### config.mk
export PLATFORM = sky130hd
export DESIGN_NAME = cps2_mode_sequencer
export DESIGN_NICKNAME = d
export VERILOG_FILES = /design/src/rtl/cps2_mode_pkg.sv /design/src/rtl/cps2_mode_lut.sv /design/src/rtl/cps2_mode_sequencer.sv
export SDC_FILE = /design/constraint.sdc
export NUM_CORES = 1
export LEC_CHECK = 0
export BUFFER_PORTS_ARGS = -buffer_cell sky130_fd_sc_hd__clkbuf_2
export CELL_PAD_IN_SITES_DETAIL_PLACEMENT = 1
export CELL_PAD_IN_SITES_GLOBAL_PLACEMENT = 2
export CORE_MARGIN = 5
export CORE_UTILIZATION = 33
export CTS_CLUSTER_DIAMETER = 30
export DETAILED_ROUTE_END_ITERATION = 16
export GPL_TIMING_DRIVEN = 0
export HOLD_SLACK_MARGIN = 0.05
export PLACE_DENSITY = 0.8
export SLEW_MARGIN = 25
export SYNTH_ARGS = -nofsm -noshare
export SYNTH_HDL_FRONTEND = slang
export SYNTH_SLANG_ARGS = --single-unit
### constraint.sdc
create_clock -name PCLK_i -period 8.36 [get_ports PCLK_i]
set_input_delay 1.672 -clock PCLK_i [delete_from_list [all_inputs] [get_ports PCLK_i]]
set_output_delay 1.672 -clock PCLK_i [all_outputs]
set_load 0.03 [all_outputs]
### src/rtl/cps2_mode_pkg.sv
// rtl/cps2_mode_pkg.sv - shared encodings, preset table and timing match helper
package cps2_mode_pkg;

  localparam int MODE_NUM  = 3;
  localparam int MODE_ID_W = 3;
  localparam int CFG_ID_W  = 5;

  typedef enum logic [1:0] {
    ST_NOSYNC  = 2'd0,
    ST_LOCKING = 2'd1,
    ST_MUTE    = 2'd2,
    ST_LOCKED  = 2'd3
  } state_t;

  typedef struct packed {
    logic [9:0]          h_total;
    logic [9:0]          v_total;
    logic [CFG_ID_W-1:0] cfg_id;
  } preset_t;

  function automatic preset_t preset_at(input int idx);
    preset_t p;
    case (idx)
      1:       p = '{h_total: 10'd512, v_total: 10'd262, cfg_id: 5'd1};
      2:       p = '{h_total: 10'd512, v_total: 10'd263, cfg_id: 5'd2};
      3:       p = '{h_total: 10'd454, v_total: 10'd262, cfg_id: 5'd3};
      default: p = '0;
    endcase
    return p;
  endfunction

  // h may drift by +/-tol between frames; v is a line count and must be exact
  function automatic logic timing_match(input logic [9:0] h, input logic [9:0] v,
                                        input logic [9:0] ref_h, input logic [9:0] ref_v,
                                        input int tol);
    logic signed [10:0] d;
    logic signed [10:0] t;
    d = $signed({1'b0, h}) - $signed({1'b0, ref_h});
    t = 11'(tol);
    return (d <= t) && (d >= -t) && (v == ref_v);
  endfunction

endpackage

### src/rtl/cps2_mode_lut.sv
// rtl/cps2_mode_lut.sv - registered preset lookup, lowest matching index wins
module cps2_mode_lut
  import cps2_mode_pkg::*;
#(
  parameter int H_TOL = 2
) (
  input  logic                 PCLK_i,
  input  logic                 reset,
  input  logic                 req,
  input  logic [9:0]           h_total,
  input  logic [9:0]           v_total,
  output logic                 valid,
  output logic [MODE_ID_W-1:0] mode_id,
  output logic [CFG_ID_W-1:0]  cfg_id
);

  logic [MODE_ID_W-1:0] hit_id;
  logic [CFG_ID_W-1:0]  hit_cfg;
  preset_t              p;

  // scan downwards so the lowest matching index is the one left standing
  always_comb begin
    hit_id  = '0;
    hit_cfg = '0;
    p       = '0;
    for (int i = MODE_NUM; i >= 1; i--) begin
      p = preset_at(i);
      if (timing_match(h_total, v_total, p.h_total, p.v_total, H_TOL)) begin
        hit_id  = MODE_ID_W'(i);
        hit_cfg = p.cfg_id;
      end
    end
  end

  always_ff @(posedge PCLK_i) begin
    if (reset) begin
      valid   <= 1'b0;
      mode_id <= '0;
      cfg_id  <= '0;
    end else begin
      valid <= req;
      if (req) begin
        mode_id <= hit_id;
        cfg_id  <= hit_cfg;
      end
    end
  end

endmodule

### src/rtl/cps2_mode_sequencer.sv
// rtl/cps2_mode_sequencer.sv - video mode lock/mute sequencer with frame watchdog
module cps2_mode_sequencer
  import cps2_mode_pkg::*;
#(
  parameter int LOCK_FRAMES    = 4,
  parameter int UNLOCK_FRAMES  = 3,
  parameter int BLANK_FRAMES   = 2,
  parameter int H_TOL          = 2,
  parameter int TIMEOUT_CYCLES = 1048576
) (
  input  logic                 PCLK_i,
  input  logic                 reset,
  input  logic                 frame_change_i,
  input  logic [9:0]           h_total_i,
  input  logic [9:0]           v_total_i,
  output logic                 mode_valid_o,
  output logic [MODE_ID_W-1:0] mode_id_o,
  output logic [CFG_ID_W-1:0]  mclk_cfg_id_o,
  output logic                 blank_o,
  output logic                 mode_changed_o,
  output logic [1:0]           state_o
);

  localparam int MC_W = $clog2(LOCK_FRAMES + 1);
  localparam int MS_W = $clog2(UNLOCK_FRAMES + 1);
  localparam int BC_W = $clog2(BLANK_FRAMES + 2);
  localparam int WD_W = $clog2(TIMEOUT_CYCLES);
  localparam logic [MC_W-1:0] MC_LOCK   = MC_W'(LOCK_FRAMES);
  localparam logic [MC_W-1:0] MC_ONE    = MC_W'(1);
  localparam logic [MS_W-1:0] MS_UNLOCK = MS_W'(UNLOCK_FRAMES);
  localparam logic [BC_W-1:0] BC_BLANK  = BC_W'(BLANK_FRAMES);
  localparam logic [BC_W-1:0] BC_ONE    = BC_W'(1);
  localparam logic [WD_W-1:0] WD_MAX    = WD_W'(TIMEOUT_CYCLES - 1);

  state_t               state_q, state_nxt;
  logic [9:0]           ref_h_q, ref_h_nxt, ref_v_q, ref_v_nxt;
  logic [MC_W-1:0]      match_cnt_q, match_cnt_nxt;
  logic [MS_W-1:0]      miss_cnt_q, miss_cnt_nxt, miss_inc;
  logic [BC_W-1:0]      blank_cnt_q, blank_cnt_nxt;
  logic [WD_W-1:0]      wd_q, wd_nxt, wd_inc;
  logic                 req_sent_q, req_sent_nxt;
  logic                 valid_q, valid_nxt, blank_q, blank_nxt;
  logic                 changed_q, changed_nxt;
  logic [MODE_ID_W-1:0] id_q, id_nxt, id_d_q;
  logic [CFG_ID_W-1:0]  cfg_q, cfg_nxt;
  logic                 match, expire, lut_req, lut_valid;
  logic [MODE_ID_W-1:0] lut_id;
  logic [CFG_ID_W-1:0]  lut_cfg;

  cps2_mode_lut #(.H_TOL(H_TOL)) u_lut (
    .PCLK_i  (PCLK_i),
    .reset   (reset),
    .req     (lut_req),
    .h_total (ref_h_q),
    .v_total (ref_v_q),
    .valid   (lut_valid),
    .mode_id (lut_id),
    .cfg_id  (lut_cfg)
  );

  assign match    = timing_match(h_total_i, v_total_i, ref_h_q, ref_v_q, H_TOL);
  assign wd_inc   = (wd_q == WD_MAX) ? wd_q : wd_q + WD_W'(1);
  assign miss_inc = miss_cnt_q + MS_W'(1);
  // a strobe landing on the expiry cycle clears the counter and wins
  assign expire   = (state_q != ST_NOSYNC) && !frame_change_i && (wd_inc == WD_MAX);
  assign lut_req  = (state_q == ST_LOCKING) && (match_cnt_q == MC_LOCK) && !req_sent_q;

  always_comb begin
    state_nxt     = state_q;
    ref_h_nxt     = ref_h_q;
    ref_v_nxt     = ref_v_q;
    match_cnt_nxt = match_cnt_q;
    miss_cnt_nxt  = miss_cnt_q;
    blank_cnt_nxt = blank_cnt_q;
    req_sent_nxt  = req_sent_q | lut_req;
    valid_nxt     = valid_q;
    id_nxt        = id_q;
    cfg_nxt       = cfg_q;
    blank_nxt     = blank_q;
    wd_nxt        = frame_change_i ? '0 : wd_inc;
    changed_nxt   = (id_q != id_d_q);
    if (expire) begin
      state_nxt     = ST_NOSYNC;
      ref_h_nxt     = '0;
      ref_v_nxt     = '0;
      match_cnt_nxt = '0;
      miss_cnt_nxt  = '0;
      blank_cnt_nxt = '0;
      req_sent_nxt  = 1'b0;
      valid_nxt     = 1'b0;
      id_nxt        = '0;
      cfg_nxt       = '0;
      blank_nxt     = 1'b1;
    end else begin
      case (state_q)
        ST_NOSYNC: begin
          if (frame_change_i) begin
            ref_h_nxt     = h_total_i;
            ref_v_nxt     = v_total_i;
            match_cnt_nxt = MC_ONE;
            req_sent_nxt  = 1'b0;
            state_nxt     = ST_LOCKING;
          end
        end
        ST_LOCKING: begin
          if (frame_change_i && !match) begin
            ref_h_nxt     = h_total_i;
            ref_v_nxt     = v_total_i;
            match_cnt_nxt = MC_ONE;
            req_sent_nxt  = 1'b0;
          end else begin
            if (frame_change_i && match_cnt_q != MC_LOCK)
              match_cnt_nxt = match_cnt_q + MC_ONE;
            if (lut_valid && match_cnt_q == MC_LOCK) begin
              valid_nxt = 1'b1;
              id_nxt    = lut_id;
              cfg_nxt   = lut_cfg;
              if (BLANK_FRAMES == 0) begin
                blank_nxt    = 1'b0;
                miss_cnt_nxt = '0;
                state_nxt    = ST_LOCKED;
              end else begin
                blank_cnt_nxt = BC_BLANK;
                state_nxt     = ST_MUTE;
              end
            end
          end
        end
        ST_MUTE: begin
          if (frame_change_i && match) begin
            if (blank_cnt_q <= BC_ONE) begin
              blank_cnt_nxt = '0;
              blank_nxt     = 1'b0;
              miss_cnt_nxt  = '0;
              state_nxt     = ST_LOCKED;
            end else begin
              blank_cnt_nxt = blank_cnt_q - BC_ONE;
            end
          end else if (frame_change_i) begin
            valid_nxt     = 1'b0;
            id_nxt        = '0;
            cfg_nxt       = '0;
            ref_h_nxt     = h_total_i;
            ref_v_nxt     = v_total_i;
            match_cnt_nxt = MC_ONE;
            req_sent_nxt  = 1'b0;
            state_nxt     = ST_LOCKING;
          end
        end
        ST_LOCKED: begin
          if (frame_change_i && match) begin
            miss_cnt_nxt = '0;
          end else if (frame_change_i && miss_inc >= MS_UNLOCK) begin
            valid_nxt     = 1'b0;
            id_nxt        = '0;
            cfg_nxt       = '0;
            blank_nxt     = 1'b1;
            ref_h_nxt     = h_total_i;
            ref_v_nxt     = v_total_i;
            match_cnt_nxt = MC_ONE;
            miss_cnt_nxt  = '0;
            req_sent_nxt  = 1'b0;
            state_nxt     = ST_LOCKING;
          end else if (frame_change_i) begin
            miss_cnt_nxt = miss_inc;
          end
        end
      endcase
    end
  end

  always_ff @(posedge PCLK_i) begin
    if (reset) begin
      state_q     <= ST_NOSYNC;
      ref_h_q     <= '0;
      ref_v_q     <= '0;
      match_cnt_q <= '0;
      miss_cnt_q  <= '0;
      blank_cnt_q <= '0;
      wd_q        <= '0;
      req_sent_q  <= 1'b0;
      valid_q     <= 1'b0;
      id_q        <= '0;
      id_d_q      <= '0;
      cfg_q       <= '0;
      blank_q     <= 1'b1;
      changed_q   <= 1'b0;
    end else begin
      state_q     <= state_nxt;
      ref_h_q     <= ref_h_nxt;
      ref_v_q     <= ref_v_nxt;
      match_cnt_q <= match_cnt_nxt;
      miss_cnt_q  <= miss_cnt_nxt;
      blank_cnt_q <= blank_cnt_nxt;
      wd_q        <= wd_nxt;
      req_sent_q  <= req_sent_nxt;
      valid_q     <= valid_nxt;
      id_q        <= id_nxt;
      id_d_q      <= id_q;
      cfg_q       <= cfg_nxt;
      blank_q     <= blank_nxt;
      changed_q   <= changed_nxt;
    end
  end

  assign state_o        = state_q;
  assign mode_valid_o   = valid_q;
  assign mode_id_o      = id_q;
  assign mclk_cfg_id_o  = cfg_q;
  assign blank_o        = blank_q;
  assign mode_changed_o = changed_q;

endmodule

==> results.md, run 1 <==
- The I/O pin total is 36.
- The library cell used most frequently in the layout, excluding fill and tap cells, is sky130_fd_sc_hd__dfxtp_1.
- The number of setup buffers added after CTS is 0.
- In the final design database the tool counted 583 nets.
- The proportion of synthesized chip area in sequential cells is 0.294.
- Static timing analysis puts the maximum clock frequency at 0.205 GHz.
- For the final routed database, the setup TNS stands at 0 ns.
- The maximum single-stage delay on the critical path is 0.66 ns.
- The floorplan step defined a die boundary enclosing 0.0147 sq mm.
- The number of global-route vias before repair was 3913.
- The multi-input gate area in the final layout is 0.00260 sq mm.
- The wire length of the first global-routing pass is 19.3 mm.
- In the synthesized netlist the async set-or-reset flop fraction comes to 0.
- The synthesized flop and latch total is 60.
- The analysis attributes to cell leakage a power of 0.00177 uW.
- The power per cell area is 155 mW/mm^2.
- The insertion delay of the later-clocked pin in the worst-skew pair is 0.33 ns.
- The count of distinct cell types in the synthesized netlist is 65.
- The floorplan has 40 rows.
- The actual transition at the worst max-transition pin is 0.725 ns.
- The max-slew violation total from the final report is 0.
- In the global route stage, overall resource usage came out at 0.162.
- In this run the vertical extent of the chip is 121 um.
- The power consumption is 731 uW.
- Relative to the synthesized area, the layout overhead comes to 15.3%.
- The remaining global-route overflow is 0.
- Entering global routing, the biggest net connects 11 pins.
- Along the worst path, the maximum fanout reaches 10.
- The fraction of layout instances using a drive strength above 1 is 0.167.
- Counting the buffers created by CTS gives 9.
- The required time of the critical path is 8.55 ns.
- The setup violation total in the final timing report is 0.
- Buffers inserted to repair hold after CTS numbered 0.
- The hold violation total from the final report is 0.
- Gates resized during post-CTS repair numbered 0.
- The slowest stage of the critical path belongs to the cell sky130_fd_sc_hd__o21ai_0.
- In the synthesized netlist the dominant register cell turns out to be sky130_fd_sc_hd__dfxtp_1.
- The final layout contains routed wiring with a total length of 11.5 mm.
- The via count of the routed design is 3822.
- The area of the placeable core is 0.0121 sq mm.
- The clock transition at the registers of the reported paths is 0.05 ns.
- TritonCTS built the clock tree.
- After detailed routing, the number of remaining DRC violations is 0.
- The quantity of I/O buffers inserted on ports is 30.
- The clock arrives with 0.00562 ns of skew.
- STA puts the critical path data arrival time at 5.07 ns.
- During synthesis, Yosys emitted a total of 0 warnings.
- The floorplan die width is 121 um.
- Using the TritonRoute via totals, the vias-per-cell ratio works out to 5.36.
- Fill cells in the final layout number 1482.
- The mapped netlist covers 0.00408 sq mm.
- Walking the worst path, the cells encountered are clkbuf_2 > inv_1 > ha_1 > fa_1 > nand2b_1 > a211oi_1 > nor2b_1 > xor2_1 > nor3_1 > a32oi_2 > o21ai_0 > clkbuf_1 > o31ai_1.
- The detail route stage leaves a number of antenna-violating nets equal to 0.
- Leaving out fill and tap cells, the most frequent cells in the layout are 60 x sky130_fd_sc_hd__dfxtp_1, 51 x sky130_fd_sc_hd__nand2_1, 36 x sky130_fd_sc_hd__nor2_1, 30 x sky130_fd_sc_hd__clkbuf_2.
- After detailed routing, the average wire length per cell comes to 16.1 um.
- Clock tree synthesis selected as its root buffer the cell sky130_fd_sc_hd__clkbuf_16.
- STA classifies the critical path endpoint as a flip-flop.
- The startpoint type of the worst setup path is an input port.
- The worst voltage drop across the vdd grid is 90.5 uV.
- Dividing the final minimum period by the clock period gives 0.584.
- The flow ran to the end, and the final reports show no timing, DRC or antenna violations.
- The effective utilization at floorplan is 0.338.
- 0 antenna diodes ended up in the layout.
- Measured on the finished design, the core utilization comes to 0.390.
- The H-tree was split into 3 levels.
- The first detailed-routing pass ran for 4 iterations.
- The total number of clock tree sinks is 60.
- The maximum clock path buffer count is 2.
- The synthesized instance count is 497.
- The routed design could run at a clock period as short as 4.88 ns.
- Setup slack closes at 3.48 ns.
- The post-placement setup slack is 3.13 ns.
- The synthesized area divided by synthesized cell count is 8.21 sq um.
- The critical setup path kind is in -> reg.
- The worst hold-check path type is reg -> reg.
- The number of synthesized flops with an enable pin is 0.
- The number of antenna violations at the first check in global routing is 0.
- The congestion estimate from routability-driven global placement came to 0.798.
- The DRC marker count from the first detailed-route iteration is 213.
- Setup repair after global routing left no endpoint under its margin.
- In this run the tightest slew margin relative to its limit is 0.511.
- The post-detailed-placement half-perimeter wirelength is 8.74 mm.
- The sequential cell area is 0.00120 sq mm.
- Max-cap violations in this run came to 0.
[critical path: cells and delay by family]
| kind | cells | cell delay (ns) |
|---|---|---|
| compound gates | 4 | 1.46 |
| fa+ha+maj | 2 | 0.62 |
| buf+inv | 3 | 0.60 |
| simple gates | 3 | 0.55 |
| xor+xnor | 1 | 0.18 |
[cell families after synthesis]
family | after synthesis | synth area share
AO/OA/AOI/OAI | 138 | 0.269
XOR/XNOR | 30 | 0.0644
adder cells (fa/ha/maj) | 19 | 0.0601
buffers and inverters | 58 | 0.0708
flip-flops | 60 | 0.294
multiplexers | 4 | 0.00981
other | 1 | 0.000919
AND/OR/NAND/NOR | 187 | 0.231
[stage by stage]
stage / cells / hold slack, ns / instance area, sq um
2_1_floorplan: 500 / 0.436 / 4090
3_3_place_gp: 698 / 0.458 / 4450
3_5_place_dp: 698 / 0.470 / 4450
4_1_cts: 713 / 0.478 / 4700
5_1_grt: 713 / 0.500 / 4700
6_report: 713 / 0.472 / 4700
[per-layer routing]
| layer | track usage | vias up | wire length (um) |
|---|---|---|---|
| li1 | - | 1892 | - |
| met1 | 0.207 | 1866 | 5470 |
| met2 | 0.267 | 45 | 5430 |
| met3 | 0.0396 | 19 | 344 |
| met4 | 0.0539 | 0 | 227 |
| met5 | 0 | - | 0 |
[area by class of cell]
class                           instances  area share
Inverter                               25      0.0199
Clock buffer                           12      0.0503
Sequential cell                        60       0.255
Timing Repair Buffer                   30      0.0319
Multi-Input combinational cell        382       0.553
Clock inverter                          3     0.00319
Buffer                                 33      0.0415
Tap cell                              168      0.0447
[cells in the mapped netlist (4+ instances only)]
| library cell | n | area, sq um |
|---|---|---|
| sky130_fd_sc_hd__a21boi_0 | 4 | 30.0 |
| sky130_fd_sc_hd__a21o_1 | 4 | 30.0 |
| sky130_fd_sc_hd__a21oi_1 | 25 | 125 |
| sky130_fd_sc_hd__o21ai_0 | 14 | 70.1 |
| sky130_fd_sc_hd__o31ai_1 | 22 | 165 |
| sky130_fd_sc_hd__a31oi_1 | 9 | 56.3 |
| sky130_fd_sc_hd__a211oi_1 | 9 | 67.6 |
| sky130_fd_sc_hd__mux2i_1 | 4 | 40.0 |
| sky130_fd_sc_hd__xnor2_1 | 11 | 96.3 |
| sky130_fd_sc_hd__nand4_1 | 8 | 50.1 |
| sky130_fd_sc_hd__inv_1 | 25 | 93.8 |
| sky130_fd_sc_hd__nand3_1 | 16 | 80.1 |
| sky130_fd_sc_hd__dfxtp_1 | 60 | 1200 |
| sky130_fd_sc_hd__clkbuf_1 | 14 | 52.6 |
| sky130_fd_sc_hd__and3_1 | 9 | 56.3 |
| sky130_fd_sc_hd__nand4b_1 | 5 | 43.8 |
| sky130_fd_sc_hd__nor2_1 | 36 | 135 |
| sky130_fd_sc_hd__buf_6 | 5 | 56.3 |
| sky130_fd_sc_hd__or3_1 | 4 | 25.0 |
| sky130_fd_sc_hd__nor4_1 | 6 | 37.5 |
| sky130_fd_sc_hd__nand2b_1 | 5 | 31.3 |
| sky130_fd_sc_hd__ha_1 | 18 | 225 |
| sky130_fd_sc_hd__nor3_1 | 21 | 105 |
| sky130_fd_sc_hd__o211ai_2 | 21 | 263 |
| sky130_fd_sc_hd__buf_2 | 6 | 30.0 |
| sky130_fd_sc_hd__o21a_1 | 5 | 37.5 |
| sky130_fd_sc_hd__buf_4 | 7 | 52.6 |
| sky130_fd_sc_hd__xor2_1 | 19 | 166 |
| sky130_fd_sc_hd__nand2_1 | 51 | 191 |
| sky130_fd_sc_hd__nor2b_1 | 7 | 43.8 |
[worst paths after layout]
kind                            depth (start not counted)  slack, ns           end          from
worst max-delay path                                   13       3.48    ref_h_q[2]  h_total_i[0]
worst min-delay path                                    2       0.47  mode_valid_o  mode_valid_o
worst max register to register                         11       4.55    ref_h_q[2]    ref_h_q[1]
worst min register to register                          2       0.47  mode_valid_o  mode_valid_o
[report_power, final]
group | total [uW] | internal, uW | switching [uW]
sequential | 304 | 294 | 10.1
combinational | 107 | 41.8 | 64.7
clock | 320 | 197 | 123
[state kept, by name, summed over array words and instances, names as in the netlist, 2 cells and up]
signal         count
blank_cnt_q        2
id_d_q             2
match_cnt_q        3
miss_cnt_q         2
mode_id_o          2
ref_h_q           10
ref_v_q           10
state_o            2
u_lut.mode_id      2
wd_q              20
No activity file was read; power rests on OpenSTA's default activity.
==> run 2: changes to the inputs <==
--- a/config.mk
+++ b/config.mk
@@ -14,7 +14,7 @@
 export DETAILED_ROUTE_END_ITERATION = 16
 export GPL_TIMING_DRIVEN = 0
 export HOLD_SLACK_MARGIN = 0.05
-export PLACE_DENSITY = 0.8
+export PLACE_DENSITY = 0.83
 export SLEW_MARGIN = 25
 export SYNTH_ARGS = -nofsm -noshare
 export SYNTH_HDL_FRONTEND = slang
==> constraint.sdc (replaced) <==
create_clock -name PCLK_i -period 4.1 [get_ports PCLK_i]
set_input_delay 0.82 -clock PCLK_i [delete_from_list [all_inputs] [get_ports PCLK_i]]
set_output_delay 0.82 -clock PCLK_i [all_outputs]
set_load 0.03 [all_outputs]
==> run 2 against run 1 <==
Sequential power up 100%. Clock-buffer cell count increased by 2. Final area is 0.69% higher. Via count shrank 0.16%. Die area stayed put. Non-clock buffer count did not move. Cell count grew 0.14%. Critical endpoint is now ref_v_q[8]. Largest power group unchanged.
==> results.md, run 2 (synthesis gave the netlist of run 1 again) <==
- RSZ-0062 raised after global routing: no (unchanged).
- The final standard cell area without fillers is 0.00474 sq mm (was 0.00470 sq mm).
- The required time of the critical path is 4.29 ns (was 8.55 ns).
- The hold violation total from the final report is 0 (unchanged).
- The number of global-route vias before repair is 4000 (was 3913).
- The most common library cell in the layout ignoring fill and taps is sky130_fd_sc_hd__dfxtp_1 (unchanged).
- The effective utilization at floorplan was 0.338 (unchanged).
- The multi-input gate area in the final layout is 0.00262 sq mm (was 0.00260 sq mm).
- The count of buffer and inverter cells on the critical path was 3 (unchanged).
- The number of antenna violations at the first check in global routing is 0 (unchanged).
- The worst hold-check path type is reg -> reg (unchanged).
- The worst hold path cell count came to 2 (unchanged).
- Largest regs: wd_q (20), ref_h_q (10), ref_v_q (10) (unchanged).
- The floorplan die width was 121 um (unchanged).
- The total iterations of the first detailed-routing run is 4 (unchanged).
- The headroom to the max-slew limit came to 0.578 (was 0.511).
- The sequential cell area is 0.00120 sq mm (unchanged).
- The endpoint of the lowest-slack register-to-register path is ref_v_q[8] (was ref_h_q[2]).
- The static leakage is 0.00177 uW (about the same).
- The launch point of the worst reg-to-reg path is ref_h_q[1] (unchanged).
- The remaining global-route overflow is 0 (unchanged).
- The worst hold endpoint is mode_valid_o (unchanged).
- The row count is 40 (unchanged).
- The setup violation total in the final timing report is 0 (unchanged).
- The worst hold slack after final layout is 0.464 ns (was 0.472 ns).
- The DRC marker count from the first detailed-route iteration is 181 (was 213).
- The die area was 0.0147 sq mm (unchanged).
- The number of maximum-capacitance constraint violations came to 0 (unchanged).
- The number of nets with antenna violations after detailed routing is 0 (unchanged).
- The buffer count from post-CTS setup fixing is 0 (unchanged).
- The critical setup path kind is in -> reg (unchanged).
- The routed length per instance is 16.3 um (was 16.1 um).
- The number of H-tree levels was 3 (unchanged).
- The met3 demand-to-capacity share in global routing is 0.0373 (was 0.0396).
- The final cell count without fillers is 714 (was 713).
- The post-detailed-placement half-perimeter wirelength is 8.81 mm (was 8.74 mm).
- The total number of clock tree sinks came to 60 (unchanged).
- The power per cell area is 321 mW/mm^2 (was 155 mW/mm^2).
- The area of the placeable core is 0.0121 sq mm (unchanged).
- The switching part of the total came to 0.272 (was 0.271).
- The clock tree skew after final layout is 0.00738 ns (was 0.00562 ns).
- The part of the total power dissipated in combinational logic is 0.146 (about the same).
- The count of cells along the worst register-to-register path is 11 (unchanged).
- The standard cell with the maximum stage delay on the critical path is sky130_fd_sc_hd__clkbuf_1 (was sky130_fd_sc_hd__o21ai_0).
- The power share of the sequential group was 0.407 (was 0.416).
- The arrival time reported for the critical path endpoint is 3.96 ns (was 5.07 ns).
- The area after detailed placement came to 0.00445 sq mm (unchanged).
- The reg-to-reg setup timing slack is 0.58 ns (was 4.55 ns).
- Cell-by-cell trace of the critical path: clkbuf_2 > inv_1 > ha_1 > fa_1 > nand2b_1 > a211oi_1 > a31oi_1 > a22oi_1 > o2111a_1 > a32oi_4 > o21ai_2 > clkbuf_1 > o31ai_1 (was clkbuf_2 > inv_1 > ha_1 > fa_1 > nand2b_1 > a211oi_1 > nor2b_1 > xor2_1 > nor3_1 > a32oi_2 > o21ai_0 > clkbuf_1 > o31ai_1).
- The global routing met1 resource utilization is 0.213 (was 0.207).
- The switching power is 415 uW (was 198 uW).
- The startpoint of the lowest-slack hold path is mode_valid_o (unchanged).
- The final layout net count is 583 (unchanged).
- The maximum fanout along the worst path came to 10 (unchanged).
- Result of the run: finished clean (unchanged).
- The wire length of the first global-routing pass came to 19.6 mm (was 19.3 mm).
- The most heavily used metal layer in global routing is met2 (unchanged).
- The overall fraction of global-route tracks in use is 0.164 (was 0.162).
- In the finished design, the share of the clock period the worst path needs comes to 0.919.
- The I/O pin total came to 36 (unchanged).
- The fraction of layout instances using a drive strength above 1 was 0.172 (was 0.167).
- The via count of the routed design came to 3816 (was 3822).
- The cell internal power dissipation is 1110 uW (was 532 uW).
- The largest net degree at the start of global routing is 11 (unchanged).
- The actual transition at the worst max-transition pin is 0.630 ns (was 0.725 ns).
- The count of placed standard cells including taps is 698 (unchanged).
- The part of the total power dissipated in the clock network was 0.447 (was 0.438).
- The relative area change from synthesis to final layout is 16.1% (was 15.3%).
- The critical path capture point type is a flip-flop (unchanged).
- The cell family contributing the most delay on the critical path is compound AO/OA/AOI/OAI gates (unchanged).
- The worst voltage drop across the vdd grid is 179 uV (was 90.5 uV).
- The register name with the most flops was wd_q (unchanged).
- Most frequent cells in the layout: 60 x sky130_fd_sc_hd__dfxtp_1, 51 x sky130_fd_sc_hd__nand2_1, 36 x sky130_fd_sc_hd__nor2_1, 31 x sky130_fd_sc_hd__clkbuf_2 (was 60 x sky130_fd_sc_hd__dfxtp_1, 51 x sky130_fd_sc_hd__nand2_1, 36 x sky130_fd_sc_hd__nor2_1, 30 x sky130_fd_sc_hd__clkbuf_2).
- The total routed wirelength is 11.7 mm (was 11.5 mm).
- The clock tree from TritonCTS is done (unchanged).
- The routability congestion estimate from global placement is 0.777 (was 0.798).
- The detailed-route DRC error count is 0 (unchanged).
- The maximum clock path buffer count came to 2 (unchanged).
- The final core utilization is 0.393 (was 0.390).
- The quantity of I/O buffers inserted on ports came to 30 (unchanged).
- The height of the die is 121 um (unchanged).
- The clock transition at the registers of the reported paths was 0.05 ns (about the same).
- The number of antenna diodes is 0 (unchanged).
- The shortest period the worst path allows is 3.77 ns.
- The startpoint type of the worst setup path is an input port (unchanged).
- The via density per instance came to 5.34 (was 5.36).
- Derived from the worst setup path, the maximum achievable clock frequency is 0.265 GHz.
- The maximum single-stage delay on the critical path is 0.48 ns (was 0.66 ns).
- The insertion delay of the later-clocked pin in the worst-skew pair is 0.33 ns (about the same).
- The number of buffers created by CTS is 9 (unchanged).
- The library cell used as clock root buffer is sky130_fd_sc_hd__clkbuf_16 (unchanged).
- The max-slew violation total from the final report is 0 (unchanged).
- The flip-flop count of the largest register, all copies and words added was 20 (unchanged).
- The met2 usage came to 0.280 (was 0.267).
- The fill cell total of the finished layout is 1494 (was 1482).
[run 2: stage by stage]
step	power, uW	TNS (ns)	setup WS, ns
CTS	1530	0	0.0309
floorplan	785	0	0.506
global route	1590	0	0.0941
global placement	840	-3.63	-0.188
detailed placement	849	-6.14	-0.336
finish	1520	0	0.332
[run 2: layout make-up]
| class | count | share of cell area |
|---|---|---|
| buffer | 33 | 0.0415 |
| clock buffer | 14 | 0.0536 |
| clock inverter | 2 | 0.00211 |
| inverter | 25 | 0.0198 |
| multi-input combinational | 382 | 0.553 |
| sequential | 60 | 0.254 |
| tap | 168 | 0.0444 |
| timing repair buffer | 30 | 0.0317 |
[run 2: power groups by stage]
stage	Clock [uW]	Combinational (uW)	Sequential, uW
floorplan	0	158	626
finish	680	223	619
global placement	0	210	630
detailed placement	0	218	631
CTS	696	220	619
global route	717	248	622
[run 2: worst reg2reg max path, delay by kind of cell, from the launching register on]
kind                       cells  cell delay (ns)
DFF                            1             0.50
adders and majority gates      1             0.30
xor gates and xnor gates       1             0.24
AOI/OAI and AO/OA              5             1.23
and+or+nand+nor                2             0.47
buffers and inverters          2             0.64
[run 2: how the worst max path moves through the flow]
| stage | start | end | slack (ns) | depth (start not counted) |
|---|---|---|---|---|
| 2_1_floorplan | h_total_i[0] | ref_h_q[4] | 0.51 | 13 |
| 3_3_place_gp | h_total_i[0] | ref_v_q[6] | -0.19 | 13 |
| 3_5_place_dp | h_total_i[0] | ref_v_q[7] | -0.34 | 13 |
| 4_1_cts | h_total_i[0] | ref_h_q[8] | 0.03 | 14 |
| 5_1_grt | h_total_i[0] | ref_h_q[9] | 0.09 | 13 |
| 6_report | h_total_i[0] | ref_v_q[8] | 0.33 | 13 |
[run 2: what timing repair did]
action / 4_1_cts / 5_1_grt
hold buffers: 0 / 0
endpoints found under the setup margin: 1 / 20
gates resized for setup: 1 / 5
[run 2: per-layer routing]
metal,vias up,part of all wire
met4,0,0.0079
met3,10,0.028
met5,-,0
li1,1895,-
met2,43,0.49
met1,1868,0.47
==> run 3: changes to the inputs <==
--- a/config.mk
+++ b/config.mk
@@ -6,15 +6,13 @@
 export NUM_CORES = 1
 export LEC_CHECK = 0
 export BUFFER_PORTS_ARGS = -buffer_cell sky130_fd_sc_hd__clkbuf_2
-export CELL_PAD_IN_SITES_DETAIL_PLACEMENT = 1
-export CELL_PAD_IN_SITES_GLOBAL_PLACEMENT = 2
 export CORE_MARGIN = 5
 export CORE_UTILIZATION = 33
 export CTS_CLUSTER_DIAMETER = 30
 export DETAILED_ROUTE_END_ITERATION = 16
 export GPL_TIMING_DRIVEN = 0
 export HOLD_SLACK_MARGIN = 0.05
-export PLACE_DENSITY = 0.83
+export PLACE_DENSITY = 0.57
 export SLEW_MARGIN = 25
 export SYNTH_ARGS = -nofsm -noshare
 export SYNTH_HDL_FRONTEND = slang
==> run 3 against run 2 <==
Clock-buffer cell count down 2. Flip-flop and latch count unchanged. Clock power up 9.4%. Worst hold slack better by 0.0047 ns. Final area up 0.18%. First-iteration DRC count up 30%. Global-route usage down 2.3 points. Core utilization up 0.073 points. Cell count down 0.28%. Register-to-register slack worse by 0.10 ns. Non-clock buffer count unchanged. Sequential share of layout area about the same. Highest routed layer unchanged.
==> results.md, run 3 (synthesis gave the netlist of run 1 again) <==
- The final layout net count came to 583 (unchanged).
- The clock tree skew after final layout was 0.0106 ns (was 0.00738 ns).
- The routability congestion estimate from global placement came to 0.859 (was 0.777).
- Most frequent cells in the layout: 60 x sky130_fd_sc_hd__dfxtp_1, 51 x sky130_fd_sc_hd__nand2_1, 36 x sky130_fd_sc_hd__nor2_1, 31 x sky130_fd_sc_hd__clkbuf_2 (unchanged).
- The largest net degree at the start of global routing was 11 (unchanged).
- The startpoint of the lowest-slack hold path is req_sent_q (was mode_valid_o).
- The count of placed standard cells including taps came to 698 (unchanged).
- The number of gates resized after CTS is 0 (was 1).
- The post-detailed-placement half-perimeter wirelength is 7.59 mm (was 8.81 mm).
- The actual transition at the worst max-transition pin is 0.577 ns (was 0.630 ns).
- The max-slew violation total from the final report was 0 (unchanged).
- The buffer count from post-CTS setup fixing was 0 (unchanged).
- The row count is 40 (unchanged).
- The height of the die is 121 um (unchanged).
- The overall fraction of global-route tracks in use was 0.141 (was 0.164).
- The maximum clock path buffer count is 2 (unchanged).
- The number of nets with antenna violations after detailed routing is 0 (unchanged).
- The worst hold-check path type is reg -> reg (unchanged).
- The launch point of the worst reg-to-reg path was ref_h_q[0] (was ref_h_q[1]).
- The worst voltage drop across the vdd grid is 206 uV (was 179 uV).
- The sequential cell area is 0.00120 sq mm (unchanged).
- The number of antenna diodes is 0 (unchanged).
- The standard cell with the maximum stage delay on the critical path is sky130_fd_sc_hd__a32oi_2 (was sky130_fd_sc_hd__clkbuf_1).
- The multi-input gate area in the final layout is 0.00260 sq mm (was 0.00262 sq mm).
- The startpoint type of the worst setup path is an input port (unchanged).
- The total number of clock tree sinks came to 60 (unchanged).
- The fraction of layout instances using a drive strength above 1 is 0.171 (was 0.172).
- The register name with the most flops is wd_q (unchanged).
- The fill cell total of the finished layout is 1247 (was 1494).
- The die area is 0.0147 sq mm (unchanged).
- The detailed-route DRC error count is 0 (unchanged).
- The shortest period the worst path allows is 3.88 ns (was 3.77 ns).
- The most common library cell in the layout ignoring fill and taps was sky130_fd_sc_hd__dfxtp_1 (unchanged).
- The clock transition at the registers of the reported paths is 0.05 ns (about the same).
- The flip-flop count of the largest register, all copies and words added is 20 (unchanged).
- The clock tree from TritonCTS was done (unchanged).
- The effective utilization at floorplan is 0.338 (unchanged).
- Result of the run: finished clean (unchanged).
- The remaining global-route overflow came to 0 (unchanged).
- Largest regs: wd_q (20), ref_h_q (10), ref_v_q (10) (unchanged).
- The final standard cell area without fillers came to 0.00475 sq mm (was 0.00474 sq mm).
- The I/O pin total is 36 (unchanged).
- The count of cells along the worst register-to-register path came to 12 (was 11).
- The maximum fanout along the worst path is 10 (unchanged).
- The area after detailed placement is 0.00445 sq mm (unchanged).
- The worst hold endpoint is u_lut.valid (was mode_valid_o).
- The library cell used as clock root buffer is sky130_fd_sc_hd__clkbuf_16 (unchanged).
- The headroom to the max-slew limit is 0.614 (was 0.578).
- Cell-by-cell trace of the critical path: clkbuf_2 > inv_1 > ha_1 > fa_1 > nand2b_1 > a211oi_1 > a31oi_1 > o21a_1 > o2111a_1 > a32oi_2 > a21boi_1 > clkbuf_2 > o211ai_2 > o31ai_1 (was clkbuf_2 > inv_1 > ha_1 > fa_1 > nand2b_1 > a211oi_1 > a31oi_1 > a22oi_1 > o2111a_1 > a32oi_4 > o21ai_2 > clkbuf_1 > o31ai_1).
- The required time of the critical path is 4.29 ns (about the same).
- The hold violation total from the final report is 0 (unchanged).
- The number of global-route vias before repair is 3580 (was 4000).
- The critical path capture point type is a flip-flop (unchanged).
- The via density per instance is 5.25 (was 5.34).
- The relative area change from synthesis to final layout is 16.3% (was 16.1%).
- The number of maximum-capacitance constraint violations is 0 (unchanged).
- The floorplan die width is 121 um (unchanged).
- The wire length of the first global-routing pass is 17.0 mm (was 19.6 mm).
- The DRC marker count from the first detailed-route iteration is 235 (was 181).
- Among the stages of the critical path, the cell type that occurs most often is sky130_fd_sc_hd__clkbuf_2.
- The cell family contributing the most delay on the critical path was compound AO/OA/AOI/OAI gates (unchanged).
- The number of H-tree levels is 3 (unchanged).
- The total routed wirelength was 10.1 mm (was 11.7 mm).
- The total iterations of the first detailed-routing run was 5 (was 4).
- The count of buffer and inverter cells on the critical path is 3 (unchanged).
- The number of antenna violations at the first check in global routing is 0 (unchanged).
- The quantity of I/O buffers inserted on ports came to 30 (unchanged).
- The endpoint of the lowest-slack register-to-register path is ref_h_q[8] (was ref_v_q[8]).
- The via count of the routed design is 3739 (was 3816).
- The critical setup path kind is in -> reg (unchanged).
- The power per cell area is 332 mW/mm^2 (was 321 mW/mm^2).
- The static leakage is 0.00179 uW (was 0.00177 uW).
- The reg-to-reg setup timing slack is 0.48 ns (was 0.58 ns).
- The worst hold path cell count is 1 (was 2).
- The post-route fraction of the period consumed by the critical path was 0.947 (was 0.919).
- The number of buffers created by CTS is 9 (unchanged).
- The maximum single-stage delay on the critical path was 0.44 ns (was 0.48 ns).
- RSZ-0062 raised after global routing: no (unchanged).
- The setup violation total in the final timing report is 0 (unchanged).
- The final cell count without fillers was 712 (was 714).
- The maximum clock frequency came to 0.257 GHz (was 0.265 GHz).
- The area of the placeable core is 0.0121 sq mm (unchanged).
- The arrival time reported for the critical path endpoint was 4.07 ns (was 3.96 ns).
- The hold-fix buffer count after cts is 0 (unchanged).
- The routed length per instance is 14.1 um (was 16.3 um).
- The source of the critical timing path is h_total_i[0] (unchanged).
- The insertion delay of the later-clocked pin in the worst-skew pair was 0.32 ns (was 0.33 ns).
==> run 3: changes by cell type in the layout (fill, tap and decap cells not counted), sizes merged <==
cell,before,now
bufinv,0,1
clkbuf,58,56
clkinv,2,1
==> run 3: how the worst max path moves through the flow <==
stage	endpoint	slack (ns)	depth (start not counted)
6_report	ref_h_q[8]	0.22	14
5_1_grt	ref_v_q[2]	0.02	14
4_1_cts	ref_h_q[6]	0.09	14
3_5_place_dp	ref_v_q[9]	-0.21	14
3_3_place_gp	ref_h_q[6]	-0.17	14
2_1_floorplan	ref_h_q[4]	0.51	13
==> run 3: routing by layer <==
metal  track usage  up-vias  wire length [um]  part of all wire
met1         0.185     1762              4750              0.47
li1              -     1896                 -                 -
met5             0        -                 0                 0
met4        0.0371        0                56            0.0056
met3        0.0326        4               412             0.041
met2         0.234       77              4840              0.48
==> run 3: area by class of cell <==
cell class | instances | share of cell area
flip-flops and latches | 60 | 0.253
well taps | 168 | 0.0443
clock inverters | 2 | 0.00738
inverters | 25 | 0.0198
multi-input cells | 382 | 0.548
repair buffers | 30 | 0.0316
plain buffers | 33 | 0.0414
clock buffers | 12 | 0.0540
==> run 3: report_power, final <==
part | switching [uW] | internal (uW)
sequential | 20.3 | 599
clock | 249 | 495
combinational | 128 | 85.1
total | 398 | 1180
==> run 3: through the flow <==
stage / power (uW) / worst slack [ns] / setup TNS (ns) / hold slack, ns / util
5_1_grt: 1650 / 0.0183 / 0 / 0.505 / 0.393
2_1_floorplan: 785 / 0.506 / 0 / 0.436 / -
3_3_place_gp: 836 / -0.165 / -2.84 / 0.459 / 0.369
3_5_place_dp: 842 / -0.215 / -3.66 / 0.465 / 0.369
6_report: 1580 / 0.215 / 0 / 0.469 / 0.393
4_1_cts: 1590 / 0.0913 / 0 / 0.473 / 0.393
